File: src/rtl/chacha_pkg.sv
`default_nettype none
// ============================================================================
// chacha_pkg : constants and state encoding shared by the ChaCha state loader
// Revision   : 1.0
// ============================================================================
package chacha_pkg;

  // "expand 32-byte k" as four little-endian words
  localparam logic [31:0] SIGMA0 = 32'h6170_7865;
  localparam logic [31:0] SIGMA1 = 32'h3320_646e;
  localparam logic [31:0] SIGMA2 = 32'h7962_2d32;
  localparam logic [31:0] SIGMA3 = 32'h6b20_6574;

  localparam logic [3:0] KEY_FIRST = 4'd4;
  localparam logic [3:0] CTR_IDX   = 4'd12;
  localparam logic [3:0] LAST_IDX  = 4'd15;

  typedef enum logic [1:0] {
    ST_IDLE  = 2'd0,
    ST_CONST = 2'd1,
    ST_LOAD  = 2'd2
  } state_e;

  function automatic logic [31:0] sigma_word(input logic [1:0] sel);
    logic [31:0] w;
    case (sel)
      2'd0:    w = SIGMA0;
      2'd1:    w = SIGMA1;
      2'd2:    w = SIGMA2;
      default: w = SIGMA3;
    endcase
    return w;
  endfunction

endpackage
`default_nettype wire

File: src/rtl/chacha_state_loader.sv
`default_nettype none
// ============================================================================
// chacha_state_loader : writes sigma, then 12 streamed key/counter/nonce words,
//                       into the ChaCha working state; can bump the counter.
// Revision            : 1.0
// ============================================================================
module chacha_state_loader
  import chacha_pkg::*;
#(
  parameter int WORD_W = 32
) (
  input  logic              clk,
  input  logic              rst_n,
  input  logic              start,
  input  logic              next_blk,
  input  logic [WORD_W-1:0] in_data,
  input  logic              in_valid,
  output logic              in_ready,
  output logic [3:0]        wr_addr,
  output logic [WORD_W-1:0] wr_data,
  output logic              wr_en,
  output logic              busy,
  output logic              loaded,
  output logic              done
);

  state_e            state_q;
  logic [3:0]        idx_q;
  logic [WORD_W-1:0] ctr_q;
  logic [WORD_W-1:0] ctr_d;
  logic [WORD_W-1:0] sigma_d;
  logic [3:0]        wr_addr_q;
  logic [WORD_W-1:0] wr_data_q;
  logic              wr_en_q;
  logic              done_q;
  logic              loaded_q;

  always_comb begin
    ctr_d   = ctr_q + WORD_W'(1);
    sigma_d = WORD_W'(sigma_word(idx_q[1:0]));
  end

  always_ff @(posedge clk or negedge rst_n) begin
    if (!rst_n) begin
      state_q   <= ST_IDLE;
      idx_q     <= 4'd0;
      ctr_q     <= '0;
      wr_addr_q <= 4'd0;
      wr_data_q <= '0;
      wr_en_q   <= 1'b0;
      done_q    <= 1'b0;
      loaded_q  <= 1'b0;
    end else begin
      wr_en_q <= 1'b0;
      done_q  <= 1'b0;
      unique case (state_q)
        ST_IDLE: begin
          if (start) begin
            // Word 0 goes out straight from IDLE so the constants fill t+1..t+4.
            state_q   <= ST_CONST;
            loaded_q  <= 1'b0;
            wr_en_q   <= 1'b1;
            wr_addr_q <= 4'd0;
            wr_data_q <= WORD_W'(SIGMA0);
            idx_q     <= 4'd1;
          end else if (next_blk && loaded_q) begin
            ctr_q     <= ctr_d;
            wr_en_q   <= 1'b1;
            wr_addr_q <= CTR_IDX;
            wr_data_q <= ctr_d;
            done_q    <= 1'b1;
          end
        end
        ST_CONST: begin
          wr_en_q   <= 1'b1;
          wr_addr_q <= idx_q;
          wr_data_q <= sigma_d;
          idx_q     <= idx_q + 4'd1;
          if (idx_q == KEY_FIRST - 4'd1) begin
            state_q <= ST_LOAD;
          end
        end
        ST_LOAD: begin
          if (in_valid) begin
            wr_en_q   <= 1'b1;
            wr_addr_q <= idx_q;
            wr_data_q <= in_data;
            if (idx_q == CTR_IDX) begin
              ctr_q <= in_data;
            end
            if (idx_q == LAST_IDX) begin
              state_q  <= ST_IDLE;
              idx_q    <= 4'd0;
              loaded_q <= 1'b1;
              done_q   <= 1'b1;
            end else begin
              idx_q <= idx_q + 4'd1;
            end
          end
        end
        default: begin
          state_q <= ST_IDLE;
          idx_q   <= 4'd0;
        end
      endcase
    end
  end

  assign in_ready = (state_q == ST_LOAD);
  assign busy     = (state_q != ST_IDLE);
  assign wr_addr  = wr_addr_q;
  assign wr_data  = wr_data_q;
  assign wr_en    = wr_en_q;
  assign done     = done_q;
  assign loaded   = loaded_q;

endmodule
`default_nettype wire

File: config.mk
export PLATFORM = sky130hd
export DESIGN_NAME = chacha_state_loader
export DESIGN_NICKNAME = d
export VERILOG_FILES = /design/src/rtl/chacha_pkg.sv /design/src/rtl/chacha_state_loader.sv
export SDC_FILE = /design/constraint.sdc
export NUM_CORES = 1
export LEC_CHECK = 0
export BUFFER_PORTS_ARGS = -buffer_cell sky130_fd_sc_hd__buf_2
export CORE_UTILIZATION = 45
export CTS_BUF_LIST = sky130_fd_sc_hd__clkbuf_4 sky130_fd_sc_hd__clkbuf_8 sky130_fd_sc_hd__clkbuf_16
export DETAILED_ROUTE_END_ITERATION = 8
export PLACE_DENSITY = 0.68
export SETUP_SLACK_MARGIN = 0.2
export SLEW_MARGIN = 20
export SYNTH_ARGS = -nofsm -noshare
export SYNTH_HDL_FRONTEND = slang
export SYNTH_SLANG_ARGS = --single-unit
File: constraint.sdc
create_clock -name clk -period 1.95 [get_ports clk]
set_input_delay 0.2925 -clock clk [delete_from_list [all_inputs] [get_ports clk]]
set_output_delay 0.2925 -clock clk [all_outputs]
set_load 0.02 [all_outputs]
==> results_dict.tcl <==
set metrics [dict create \
    clk-insertion-delay-late_ps 370 \
    ir_drop_mv 1.20 \
    finalNonFillerCells 946 \
    synthTopCellsByCount "dfrtp_1 (77), nand2_1 (64), a21oi_1 (60), o21ai_0 (45), nor2_1 (42)" \
    fin_util 0.758 \
    drc 0 \
    clk_pin_slew_ps 80 \
    nets 850 \
    die_w_microns 107 \
    setup.worst_path.end "ctr_q[14]" \
    diodes 0 \
    grt_util_met1 0.444 \
    end_kind "register" \
    cts_tree "built" \
    synth_seq_area_share 0.388 \
    setup_tns_ps -687 \
    hold_path.class "input port to register" \
    layout_setup_ws_ps -153 \
    power_frac_comb 0.742 \
    grt_max_degree 47 \
    grt_pass1_wl_microns 29600 \
    die_h_microns 107 \
    synth_nets 642 \
    cp_max_fo 8 \
    fmax_ghz 0.476 \
    dr.first_iter.drc_count 922 \
    cts_sinks 77 \
    tightest_slew_ps 637 \
    placed_cells 851 \
    synthFlopType "dfrtp_1" \
    violations "setup timing" \
    status "complete, but fails checks" \
    worstHoldStart "in_data[30]" \
    slew_violations 0 \
    dp_hpwl_microns 11900 \
    synth_cell_type_count 66 \
    timing.rr.end "ctr_q[14]" \
    min_period_ps 2100 \
    clockBufferDepth 2 \
    cp-startpoint "state_q[0]" \
    first_global_vias 5659 \
    synth-warning-count 0 \
    antenna_found_initial 0 \
    cp-start-kind "register" \
    drive_above_1_share 0.514 \
    routedWlPerCell_microns 24.6 \
    worstSetupPathType "register to register" \
    r2r_slack_ps -150 \
    p_clk_frac 0.081 \
    fin_crit_sh 1.08 \
    via_count 6466 \
    ys_ff_latch 77 \
    synth_top_area_share 0.388 \
    synthCells 593 \
    synth_most_common_cell "dfrtp_1" \
    io_pins 78 \
    coreArea_sq_um 10800 \
    power.leakage_nw 3.48 \
    slew-limit-headroom 0.571 \
    worstReg2RegStart "state_q[0]" \
    seq_power_share 0.177 \
    start_util 0.461 \
    async_reset_ff_frac 1.00 \
    yosys.area.top_type "dfrtp_1" \
    p_sw_mw 7.98 \
    h-tree-depth 3 \
    port_buffers 77 \
    grt_overflow 0 \
    cts_buffers 9 \
    p_total_mw 16.9 \
    avgSynthCellArea_sq_um 8.38 \
    p_int_mw 8.88 \
    rows 38 \
    grtUsageMet3 0.0517 \
    drv_cap 0 \
    gr-max-usage-layer "met2" \
    cts_root_buffer "clkbuf_8" \
    switching_share 0.473 \
    vias_per_cell 6.84 \
    netlist_area_sq_um 4970 \
    synth_area_leaders "dfrtp_1 (39%), a21oi_1 (6.0%), nand2_1 (4.8%), o21ai_0 (4.5%), nor2_1 (3.2%)" \
    dieArea_sq_um 11500 \
    power.density_nw_per_um2 2060 \
    track_usage 0.339 \
    dr.pass1.iters 8 \
    critPathArrivalTime_ps 2360 \
    required_ps 2200 \
    n_fill_cell 616 \
    met2_usage 0.529 \
    finClkSkew_ps 6.10 \
    route.antenna.remaining_nets 0 \
    drt_wl_total_microns 23200 \
    syn_to_final_growth_pct 64.5 \
    reg2reg_depth 10 \
    hold_viol_final 0 \
    rsz0062_at_grt "yes" \
    synth_edf_count 0 \
    gp_congestion 0.928 \
    setup_violations 14 \
]
## metal layers
layer	vias up	part of all wire
met5	-	0
met3	170	0.12
met1	3114	0.36
met2	558	0.46
met4	0	0.068
li1	2624	-
## metrics by stage
step | cell area [sq um] | hold WS [ps] | setup WS, ps
floorplan | 5150 | -3.09 | 51.0
global placement | 6140 | 270 | -77.5
detailed placement | 6140 | 268 | -77.5
CTS | 7150 | 160 | 53.9
global route | 8180 | 173 | -197
finish | 8180 | 164 | -153
## final cells by class
class / count / area, sq um / area share
clock buffer: 13 / 173 / 0.0211
clock inverter: 3 / 42.5 / 0.00520
inverter: 18 / 75.1 / 0.00918
multi-input combinational: 454 / 3640 / 0.445
sequential: 77 / 1930 / 0.236
tap: 140 / 175 / 0.0214
timing repair buffer: 241 / 2140 / 0.262
## worst min-delay path by stage
| stage | end | slack (ps) | cells past startpoint |
|---|---|---|---|
| 3_3_place_gp | ctr_q[2] | 270 | 1 |
| 4_1_cts | ctr_q[20] | 160 | 3 |
| 2_1_floorplan | ctr_q[0] | -3 | 0 |
| 6_report | ctr_q[30] | 160 | 2 |
| 5_1_grt | ctr_q[30] | 170 | 2 |
| 3_5_place_dp | ctr_q[4] | 270 | 1 |
## registers in the layout, indices dropped and copies added, names as in the netlist
signal / cells
ctr_q: 32
wr_data: 32
idx_q: 4
wr_addr: 4
state_q: 2
done: 1
loaded: 1
wr_en: 1
## worst max-delay path: stages (launching register included)
cell and delay [ps]:
dfrtp_1 400, inv_2 110, ha_4 170, nand4b_1 220
a22oi_2 230, buf_6 160, buf_12 120, buf_16 130
nand4_1 110, a21oi_1 240, nor2_1 90
## layout by cell type (no fill, tap or decap), types with 18 or more instances in the layout
cell,synthesis,routed
nand2_1,64,51
dfrtp_1,77,73
a21oi_2,0,24
buf_6,0,41
buf_2,11,74
buf_4,5,99
nand4_1,18,18
a21oi_1,60,29
nor2_1,42,32
o21ai_0,45,18
## power groups by stage
stage | combinational, mW | sequential [mW] | clock (mW)
floorplan | 4.24 | 3.26 | 0
global placement | 7.11 | 2.86 | 0
detailed placement | 7.23 | 2.90 | 0
CTS | 9.34 | 2.88 | 1.36
global route | 12.9 | 3.03 | 1.42
finish | 12.5 | 2.98 | 1.36
## kinds of logic after synthesis
logic type      Yosys count  share of synthesized area
simple gates            210                      0.219
compound gates          204                      0.260
flops                    77                      0.388
buf+inv                  63                     0.0541
xor+xnor                 20                     0.0352
fa+ha+maj                12                     0.0302
mux                       7                     0.0143
## timing repair
| item | 4_1_cts | 5_1_grt |
|---|---|---|
| hold buffers | 1 | 0 |
| setup buffers | 36 | 31 |
| resized for setup | 103 | 154 |
| endpoints found under the setup margin | 72 | 75 |
| pin swaps | 35 | 48 |
| endpoints found under the hold margin | 31 | 0 |
| cloned | 7 | 4 |
Note: power is estimated with default switching activity, not from simulation.
